<file path="src/rtl/hdmi_frame_packer.sv">
// hdmi_frame_packer: captures one active RGB888 window per video frame in the
// pixel clock domain, splits pixels into R/G/B banks, packs PIXELS_PER_WORD
// samples per bank word, strobes the words out with addresses, and requests a
// buffer swap once per fully written frame.
module hdmi_frame_packer #(
  parameter int unsigned ADDRESS_DEPTH    = 512,
  parameter int unsigned BANK_COUNT       = 3,
  parameter int unsigned BLOCK_COUNT      = 4,
  parameter int unsigned BLOCK_DATA_WIDTH = 32,
  parameter int unsigned BANDWIDTH        = BLOCK_COUNT * BLOCK_DATA_WIDTH,
  parameter int unsigned PIXELS_PER_WORD  = BANDWIDTH / 8,
  parameter int unsigned FRAME_WIDTH      = 128,
  parameter int unsigned FRAME_HEIGHT     = 64
) (
  input  logic                                            clka,
  input  logic                                            rst_n,
  input  logic                                            vsync,
  input  logic                                            de,
  input  logic [23:0]                                     rgb,
  output logic [BANK_COUNT-1:0][$clog2(ADDRESS_DEPTH)-1:0] ada,
  output logic [BANK_COUNT-1:0][BANDWIDTH-1:0]            din,
  output logic                                            clk_data_in,
  output logic                                            swap_trigger,
  output logic                                            frame_drop,
  output logic [7:0]                                      frame_count
);

  localparam int unsigned AW  = $clog2(ADDRESS_DEPTH);
  localparam int unsigned WPL = FRAME_WIDTH / PIXELS_PER_WORD;
  localparam int unsigned PW  = $clog2(FRAME_WIDTH + 1);
  localparam int unsigned LW  = $clog2(FRAME_HEIGHT + 1);
  localparam int unsigned KW  = $clog2(PIXELS_PER_WORD);
  localparam int unsigned WW  = $clog2(WPL + 1);

  localparam logic [1:0] ST_IDLE    = 2'd0;
  localparam logic [1:0] ST_CAPTURE = 2'd1;
  localparam logic [1:0] ST_SETTLE  = 2'd2;
  localparam logic [1:0] ST_SWAP    = 2'd3;

  typedef logic [BANK_COUNT-1:0][BANDWIDTH-1:0] bank_words_t;

  // Reject parameter sets the packing scheme cannot serve
  generate
    if (BANK_COUNT != 3) begin : g_bad_bank_count
      $error("hdmi_frame_packer: BANK_COUNT must be 3");
    end
    if (FRAME_WIDTH % PIXELS_PER_WORD != 0) begin : g_bad_width
      $error("hdmi_frame_packer: FRAME_WIDTH must be a multiple of PIXELS_PER_WORD");
    end
    if (ADDRESS_DEPTH < (FRAME_WIDTH * FRAME_HEIGHT) / PIXELS_PER_WORD) begin : g_bad_depth
      $error("hdmi_frame_packer: ADDRESS_DEPTH too small for one frame");
    end
  endgenerate

  // Input sync stage and edge-detect history
  logic        vsync_q, vsync_q2, de_q, de_q2;
  logic [23:0] rgb_q;

  // Control state
  logic [1:0]    state_q, state_d;
  logic [PW-1:0] pixel_cnt_q, pixel_cnt_d;
  logic [KW-1:0] slot_q, slot_d;
  logic [WW-1:0] word_cnt_q, word_cnt_d;
  logic [LW-1:0] line_cnt_q, line_cnt_d;
  logic [2:0]    settle_cnt_q, settle_cnt_d;
  logic          swap_cnt_q, swap_cnt_d;
  logic          pend_q, pend_d;

  // Datapath and output registers
  bank_words_t   pack_q, pack_d, word_c;
  bank_words_t   din_q, din_d;
  logic [AW-1:0] ada_q, ada_d;
  logic          wr_pulse_q, wr_pulse_d;
  logic          stb_q, stb_d;
  logic          clk_data_in_q, clk_data_in_d;
  logic          swap_trigger_q, swap_trigger_d;
  logic          frame_drop_q, frame_drop_d;
  logic [7:0]    frame_count_q, frame_count_d;

  logic vs_rise_c, de_fall_c, accept_c, word_done_c, stb_busy_c, clear_c;

  // Edge detection on the registered copies and pixel-accept qualification
  always_comb begin
    vs_rise_c   = vsync_q & ~vsync_q2;
    de_fall_c   = de_q2 & ~de_q;
    accept_c    = (state_q == ST_CAPTURE) && de_q &&
                  (pixel_cnt_q < PW'(FRAME_WIDTH)) &&
                  (line_cnt_q < LW'(FRAME_HEIGHT));
    word_done_c = accept_c && (slot_q == KW'(PIXELS_PER_WORD - 1));
    stb_busy_c  = wr_pulse_q | stb_q | clk_data_in_q;
  end

  // Current word with the incoming pixel merged into its slot, per bank
  always_comb begin
    word_c = pack_q;
    for (int b = 0; b < int'(BANK_COUNT); b++) begin
      word_c[b][{slot_q, 3'b000} +: 8] = rgb_q[8*(int'(BANK_COUNT)-1-b) +: 8];
    end
  end

  // Next-state and output decode
  always_comb begin
    state_d        = state_q;
    pixel_cnt_d    = pixel_cnt_q;
    slot_d         = slot_q;
    word_cnt_d     = word_cnt_q;
    line_cnt_d     = line_cnt_q;
    settle_cnt_d   = settle_cnt_q;
    swap_cnt_d     = swap_cnt_q;
    pend_d         = pend_q;
    frame_drop_d   = 1'b0;
    frame_count_d  = frame_count_q;
    clear_c        = 1'b0;

    pack_d         = accept_c ? word_c : pack_q;
    din_d          = word_done_c ? word_c : din_q;
    ada_d          = word_done_c ? AW'(line_cnt_q * WPL + word_cnt_q) : ada_q;
    wr_pulse_d     = word_done_c;
    stb_d          = wr_pulse_q;
    clk_data_in_d  = wr_pulse_q | stb_q;

    case (state_q)
      ST_IDLE: begin
        if (vs_rise_c) begin
          state_d = ST_CAPTURE;
          clear_c = 1'b1;
        end
      end
      ST_CAPTURE: begin
        if (line_cnt_q == LW'(FRAME_HEIGHT)) begin
          state_d      = ST_SETTLE;
          settle_cnt_d = 3'd0;
          pend_d       = vs_rise_c;
        end else if (vs_rise_c) begin
          frame_drop_d = 1'b1;
          clear_c      = 1'b1;
        end else begin
          if (accept_c) begin
            pixel_cnt_d = pixel_cnt_q + PW'(1);
            if (word_done_c) begin
              slot_d     = '0;
              word_cnt_d = word_cnt_q + WW'(1);
            end else begin
              slot_d = slot_q + KW'(1);
            end
          end
          // Line end: any partially filled word is dropped here
          if (de_fall_c) begin
            line_cnt_d  = line_cnt_q + LW'(1);
            pixel_cnt_d = '0;
            slot_d      = '0;
            word_cnt_d  = '0;
          end
        end
      end
      ST_SETTLE: begin
        if (vs_rise_c) pend_d = 1'b1;
        if (stb_busy_c) begin
          settle_cnt_d = 3'd0;
        end else if (settle_cnt_q == 3'd3) begin
          state_d    = ST_SWAP;
          swap_cnt_d = 1'b0;
        end else begin
          settle_cnt_d = settle_cnt_q + 3'd1;
        end
      end
      ST_SWAP: begin
        if (vs_rise_c) pend_d = 1'b1;
        if (swap_cnt_q) begin
          frame_count_d = frame_count_q + 8'd1;
          pend_d        = 1'b0;
          if (pend_q | vs_rise_c) begin
            state_d = ST_CAPTURE;
            clear_c = 1'b1;
          end else begin
            state_d = ST_IDLE;
          end
        end else begin
          swap_cnt_d = 1'b1;
        end
      end
      default: state_d = ST_IDLE;
    endcase

    if (clear_c) begin
      pixel_cnt_d = '0;
      slot_d      = '0;
      word_cnt_d  = '0;
      line_cnt_d  = '0;
    end

    swap_trigger_d = (state_d == ST_SWAP);
  end

  // State, counters and registered outputs
  always_ff @(posedge clka or negedge rst_n) begin
    if (!rst_n) begin
      vsync_q        <= 1'b0;
      vsync_q2       <= 1'b0;
      de_q           <= 1'b0;
      de_q2          <= 1'b0;
      rgb_q          <= '0;
      state_q        <= ST_IDLE;
      pixel_cnt_q    <= '0;
      slot_q         <= '0;
      word_cnt_q     <= '0;
      line_cnt_q     <= '0;
      settle_cnt_q   <= '0;
      swap_cnt_q     <= 1'b0;
      pend_q         <= 1'b0;
      pack_q         <= '0;
      din_q          <= '0;
      ada_q          <= '0;
      wr_pulse_q     <= 1'b0;
      stb_q          <= 1'b0;
      clk_data_in_q  <= 1'b0;
      swap_trigger_q <= 1'b0;
      frame_drop_q   <= 1'b0;
      frame_count_q  <= '0;
    end else begin
      vsync_q        <= vsync;
      vsync_q2       <= vsync_q;
      de_q           <= de;
      de_q2          <= de_q;
      rgb_q          <= rgb;
      state_q        <= state_d;
      pixel_cnt_q    <= pixel_cnt_d;
      slot_q         <= slot_d;
      word_cnt_q     <= word_cnt_d;
      line_cnt_q     <= line_cnt_d;
      settle_cnt_q   <= settle_cnt_d;
      swap_cnt_q     <= swap_cnt_d;
      pend_q         <= pend_d;
      pack_q         <= pack_d;
      din_q          <= din_d;
      ada_q          <= ada_d;
      wr_pulse_q     <= wr_pulse_d;
      stb_q          <= stb_d;
      clk_data_in_q  <= clk_data_in_d;
      swap_trigger_q <= swap_trigger_d;
      frame_drop_q   <= frame_drop_d;
      frame_count_q  <= frame_count_d;
    end
  end

  assign ada          = {BANK_COUNT{ada_q}};
  assign din          = din_q;
  assign clk_data_in  = clk_data_in_q;
  assign swap_trigger = swap_trigger_q;
  assign frame_drop   = frame_drop_q;
  assign frame_count  = frame_count_q;

endmodule

</file>
<file path="config.mk">
export PLATFORM = sky130hd
export DESIGN_NAME = hdmi_frame_packer
export DESIGN_NICKNAME = d
export VERILOG_FILES = /design/src/rtl/hdmi_frame_packer.sv
export SDC_FILE = /design/constraint.sdc
export NUM_CORES = 2
export LEC_CHECK = 0
export CAP_MARGIN = 0
export CORE_AREA = 2 2 266 268
export CTS_BUF_LIST = sky130_fd_sc_hd__clkbuf_8
export DETAILED_ROUTE_END_ITERATION = 16
export DIE_AREA = 0 0 268 270
export PLACE_DENSITY = 0.74
export SYNTH_ARGS = -nofsm -noshare
export SYNTH_HDL_FRONTEND = slang
export SYNTH_SLANG_ARGS = --single-unit
</file>
<file path="constraint.sdc">
create_clock -name clka -period 6.9 [get_ports clka]
set_input_delay 1.035 -clock clka [delete_from_list [all_inputs] [get_ports clka]]
set_output_delay 1.035 -clock clka [all_outputs]
set_load 0.02 [all_outputs]
</file>
* Word level (Yosys, flattened, before mapping)
Index checks and enable logic that the tools add are counted. W data, S select, Z words.
Word-level totals: input bits 28, bits in registers 848, logic and storage cells 131, output and inout port bits 422
Operators by class: bitwise operators 7, reduce and logical (&&, ||, !) cells 19, equal/unequal tests 13, add/subtract/negate cells 8, multiplexer cells 52, shift operators 4, order comparisons 2
Operator list (number):
- $bwmux W128 | 3
- $shiftx A8 B9 Y128 | 3
- $shift A8 B9 Y128 const A | 1
- $mux W4 | 14
- $mux W8 | 6
- $mux W7 | 5
- $add A8 B1 Y8 const B | 2
- $mux W1 | 11
- $mux W2 | 5
- $add A9 B4 Y9 | 1
- $mux W3 | 3
- $neg A7 Y9 | 1
- $reduce_bool A3 Y1 | 3
- $add A4 B1 Y4 const B | 2
- $lt A8 B8 Y1 const B | 1
- $pmux W2 S4 | 1
- $reduce_and A4 Y1 | 2
- $reduce_bool A2 Y1 | 4
- $add A7 B1 Y7 const B | 1
- $eq A7 B7 Y1 const B | 1
- $lt A7 B7 Y1 const B | 1
- $eq A2 B2 Y1 const B | 3
- $ne A2 B2 Y1 const B | 3
- $pmux W1 S3 | 2
- 16 further kinds | 26

* Longest topological paths before layout
word-level depth 12, gate-level depth with buffers 11, mapped depth without buffers 7

* Worst setup path before layout
Ideal clock, no wire load.
path type register to register, start reg slot_q[0], end reg pack_q[100] (netlist name), stages on the path, launching flop included 12, path slack 4.145 ns, period minus slack after synthesis 2.755 ns, data arrival time 2.630 ns, data required time 6.775 ns, path buffers 4, setup time 0.125 ns, cells stage by stage dfrtp_1 > clkbuf_1 > inv_1 > ha_1 > nor2_1 > a21oi_1 > or4b_1 > buf_2 > or2_1 > buf_6 > buf_6 > mux2_4
On the way: longest elaborated chain between the ends 3, elaborated cells on any way between the ends 4, those cells by class add/sub (1); shift (2); mux (1)
Ends and longest elaborated chain:
- start: declaration | line 62 | logic [KW-1:0] slot_q, slot_d;
- start signal: assignment | line 228 | slot_q <= slot_d;
- $neg A7 Y9 (*) | line 97 | word_c[b][{slot_q, 3'b000} +: 8] = rgb_q[8*(int'(BANK_COUNT)-1-b) +: 8];
- $shiftx A8 B9 Y128 or $shift A8 B9 Y128 (tied branches) | line 97
- $bwmux W128 (*) | line 97
- end signal: assignment | line 234 | pack_q <= pack_d;
- end: declaration | line 70 | bank_words_t pack_q, pack_d, word_c;
Mark *: on every way between the ends. The rest lies on a longest branch, timed or not. A chain may end at the register's enable or synchronous reset.

* Final worst setup path
start reg slot_q[0], end reg pack_q[333] (netlist name)
Same word-level chain as after synthesis.

==> qor.csv <==
metric,value,unit
pre-CTS setup slack,2.77,ns
"Arr. time, crit path",4.81,ns
Yosys warnings,0,
Final Net Count,3532,
status,"finished, final reports clean",
Pint,8.04,mW
Remaining DRCs,0,
Sink Count,848,
DP HPWL,61800,µm
Yosys reg bits,848,
CTS tree,yes,
Worst-Margin Slew,1.18,ns
Slew Limit Fails,0,
"Seq/Total Area, Yosys",61.8,%
relative slew slack,20.9,%
wire per inst,21.2,µm
Chip Height,270,µm
Post-Synth Adder-Cell Area,0.437,%
Netlist cell types,54,
Max Freq,241,MHz
"reg-to-reg slack, setup",2.76,ns
root buffer cell,clkbuf_8,
combinational cell fraction of total power,9.3,%
Synth Area per Inst,11.0,µm²
most used flip-flop cell after synthesis,dfrtp_1,
Switch Pwr,2.79,mW
period utilisation layout,60.0,%
Reg2Reg Launch Point,slot_q[0],
cts repair resizes,0,
Synth Instances,3110,
worst-case clock buffer depth,3,
RSZ-0062 raised after global routing,false,
post-synthesis xor/xnor area fraction,0.510,%
worst-path fanout max,25,
Reg2Reg Depth,7,
Crit path required time,7.57,ns
routed wire length,96200,µm
Setup crit end kind,flip-flop,
global-route usage over all layers,26.9,%
Layout area overhead,22.8,%
Final Hold Vio Count,0,
Post-Syn Area,34400,µm²
largest family of logic cells by synthesized area,multiplexers,
"antenna viol nets, final",0,
Crit Reg-Reg Endpoint,pack_q[333],
Skew-Pair Late Insertion Delay,0.78,ns
clock power share,40.4,%
Hold Path Class,in -> async,
"Reg clk slew, reported paths",0.06,ns
via count,24300,
"commonest non-fill, non-tap cells in the layout","848 x dfrtp_1, 744 x nand2_1, 448 x clkdlybuf4s50_1",
CTS buffer count,140,
total negative slack,0,ns
Sw Ratio,25.8,%
grt ovf,0,
hold_buf cts,0,
"commonest non-fill, non-tap cell in the layout",dfrtp_1,
clock skew,0.0384,ns
number of global-route vias before repair,24200,
first-pass GRT wire length,147000,µm
crit path launch,slot_q[0],
initial antenna violation count,1,
max-cap viol count,0,
Hold Slack,0.317,ns
port bufs,449,
Rows,97,
DR vias/cell,5.36,
Pwr Density,257,nW/µm²
startpoint types,flip-flop,
Final setup viols,0,
Post-CTS Setup Inserts,0,
initial DRC count,1997,
Leakage,20.1,nW
layout cell share with drive strength beyond 1,15.0,%
Post-Synth Simple-Gate Area,11.6,%
Compound-Gate Fraction of Synth Area,7.43,%
Post-synth EDFFs,0,
syn nets,3150,
die width,268,µm
Final WS setup,2.76,ns
post-synthesis mux area share,14.3,%
largest net degree at the start of global routing,231,
"FFs w/ async S/R, synth",100,%
Worst VDD drop,0.140,mV
CORE AREA,69500,µm²
Setup CP Type,reg -> reg,
Initial Utilization,49.4,%
H-tree depth,4,
Worst Setup EP,pack_q[333],
Final Critical Period,4.14,ns
Die Area,72400,µm²
Ports,450,
Detailed Routing Iterations Pass 1,7,
Flop pwr share,50.3,%
GP Congestion,0.845,
synthesized netlist by cell type (2+ instances only):
| library cell | number | share of area [%] |
|---|---|---|
| a21o_1 | 6 | 0.13 |
| a21oi_1 | 87 | 1.3 |
| a22o_1 | 5 | 0.13 |
| a31o_2 | 2 | 0.051 |
| a31oi_1 | 61 | 1.1 |
| a32o_1 | 3 | 0.087 |
| and2_1 | 5 | 0.091 |
| and3_1 | 8 | 0.15 |
| buf_1 | 2 | 0.022 |
| buf_2 | 86 | 1.3 |
| buf_4 | 19 | 0.42 |
| buf_6 | 3 | 0.098 |
| clkbuf_1 | 138 | 1.5 |
| dfrtp_1 | 848 | 62 |
| ha_1 | 12 | 0.44 |
| inv_1 | 58 | 0.63 |
| mux2_2 | 248 | 8.1 |
| mux2_4 | 20 | 0.87 |
| mux2i_1 | 181 | 5.3 |
| nand2_1 | 746 | 8.2 |
| nand2b_1 | 6 | 0.11 |
| nand3_1 | 28 | 0.41 |
| nand4_1 | 17 | 0.31 |
| nor2_1 | 149 | 1.6 |
| nor2b_1 | 5 | 0.091 |
| nor3_1 | 9 | 0.13 |
| nor3b_1 | 2 | 0.044 |
| nor4_1 | 4 | 0.073 |
| o21ai_0 | 300 | 4.4 |
| o2bb2ai_1 | 2 | 0.051 |
| or2_1 | 2 | 0.036 |
| or2_2 | 5 | 0.091 |
| or3_1 | 3 | 0.055 |
| or4_1 | 2 | 0.044 |
| xnor2_1 | 10 | 0.25 |
| xor2_1 | 10 | 0.25 |
cells by family (layout without fill, tap and decap cells):
kind of cell | Yosys count | count (layout)
AOI/OAI and AO/OA | 475 | 475
xor gates and xnor gates | 20 | 20
adders and majority gates | 12 | 12
buffers and inverters | 307 | 794
DFF | 848 | 848
muxes | 449 | 449
other | 0 | 2
and+or+nand+nor | 999 | 999
worst max-delay path, cell delays in order, from the launching register on:
cell and delay (ns):
dfrtp_1 0.54, inv_1 0.15, ha_1 0.29, or2_2 0.32
o21ai_0 0.65, a21o_1 0.89, nand2_1 0.79, o21ai_0 0.39
state kept, by name, summed over array words and instances, names as in the netlist, 2 cells and up:
register / flops
ada_q: 9
din: 384
line_cnt_q: 7
rgb_q: 24
settle_cnt_q: 3
frame_count: 8
pixel_cnt_q: 8
slot_q: 4
word_cnt_q: 4
pack_q: 384
state_q: 2
power by group through the flow:
stage	sequential (mW)	clock, mW	combinational [mW]
floorplan	5.46	0	0.677
global placement	5.52	0	0.989
detailed placement	5.53	0	1.01
CTS	5.44	4.47	1.02
global route	5.48	4.71	1.10
finish	5.45	4.38	1.01
worst min path at each step:
stage / cells after the start / slack, ns / end / start
2_1_floorplan: 0 / 0.35 / stb_q / stb_d
3_3_place_gp: 0 / 0.35 / stb_q / stb_d
3_5_place_dp: 0 / 0.36 / stb_q / stb_d
4_1_cts: 1 / 0.31 / pack_q[84] / rst_n
5_1_grt: 1 / 0.37 / rgb_q[16] / rst_n
6_report: 1 / 0.32 / rgb_q[16] / rst_n
per-layer routing:
metal,GRT usage (%),vias up,share of wire (%)
met2,44.2,715,49
li1,-,11100,-
met3,6.41,138,6.3
met5,0,-,0
met4,9.39,0,2.9
met1,34.9,12400,41
final cells by class:
cell class	instances	area (µm²)
fill	5638	27400
sequential	848	21200
multi-input combinational	1955	11900
timing repair buffer	488	4850
clock buffer	179	2460
tap	940	1180
clock inverter	68	348
inverter	59	229
antenna	2	5.00
metrics by stage:
stage / power, mW / cell area, µm² / util [%] / instances
after floorplan: 6.14 / 34400 / - / 3110
after global placement: 6.51 / 39400 / 56.6 / 4290
after detailed placement: 6.55 / 39400 / 56.6 / 4290
after CTS: 10.9 / 42200 / 60.7 / 4537
after global routing: 11.3 / 42200 / 60.7 / 4539
final: 10.8 / 42200 / 60.7 / 4539
Note: power is estimated with default switching activity, not from simulation.
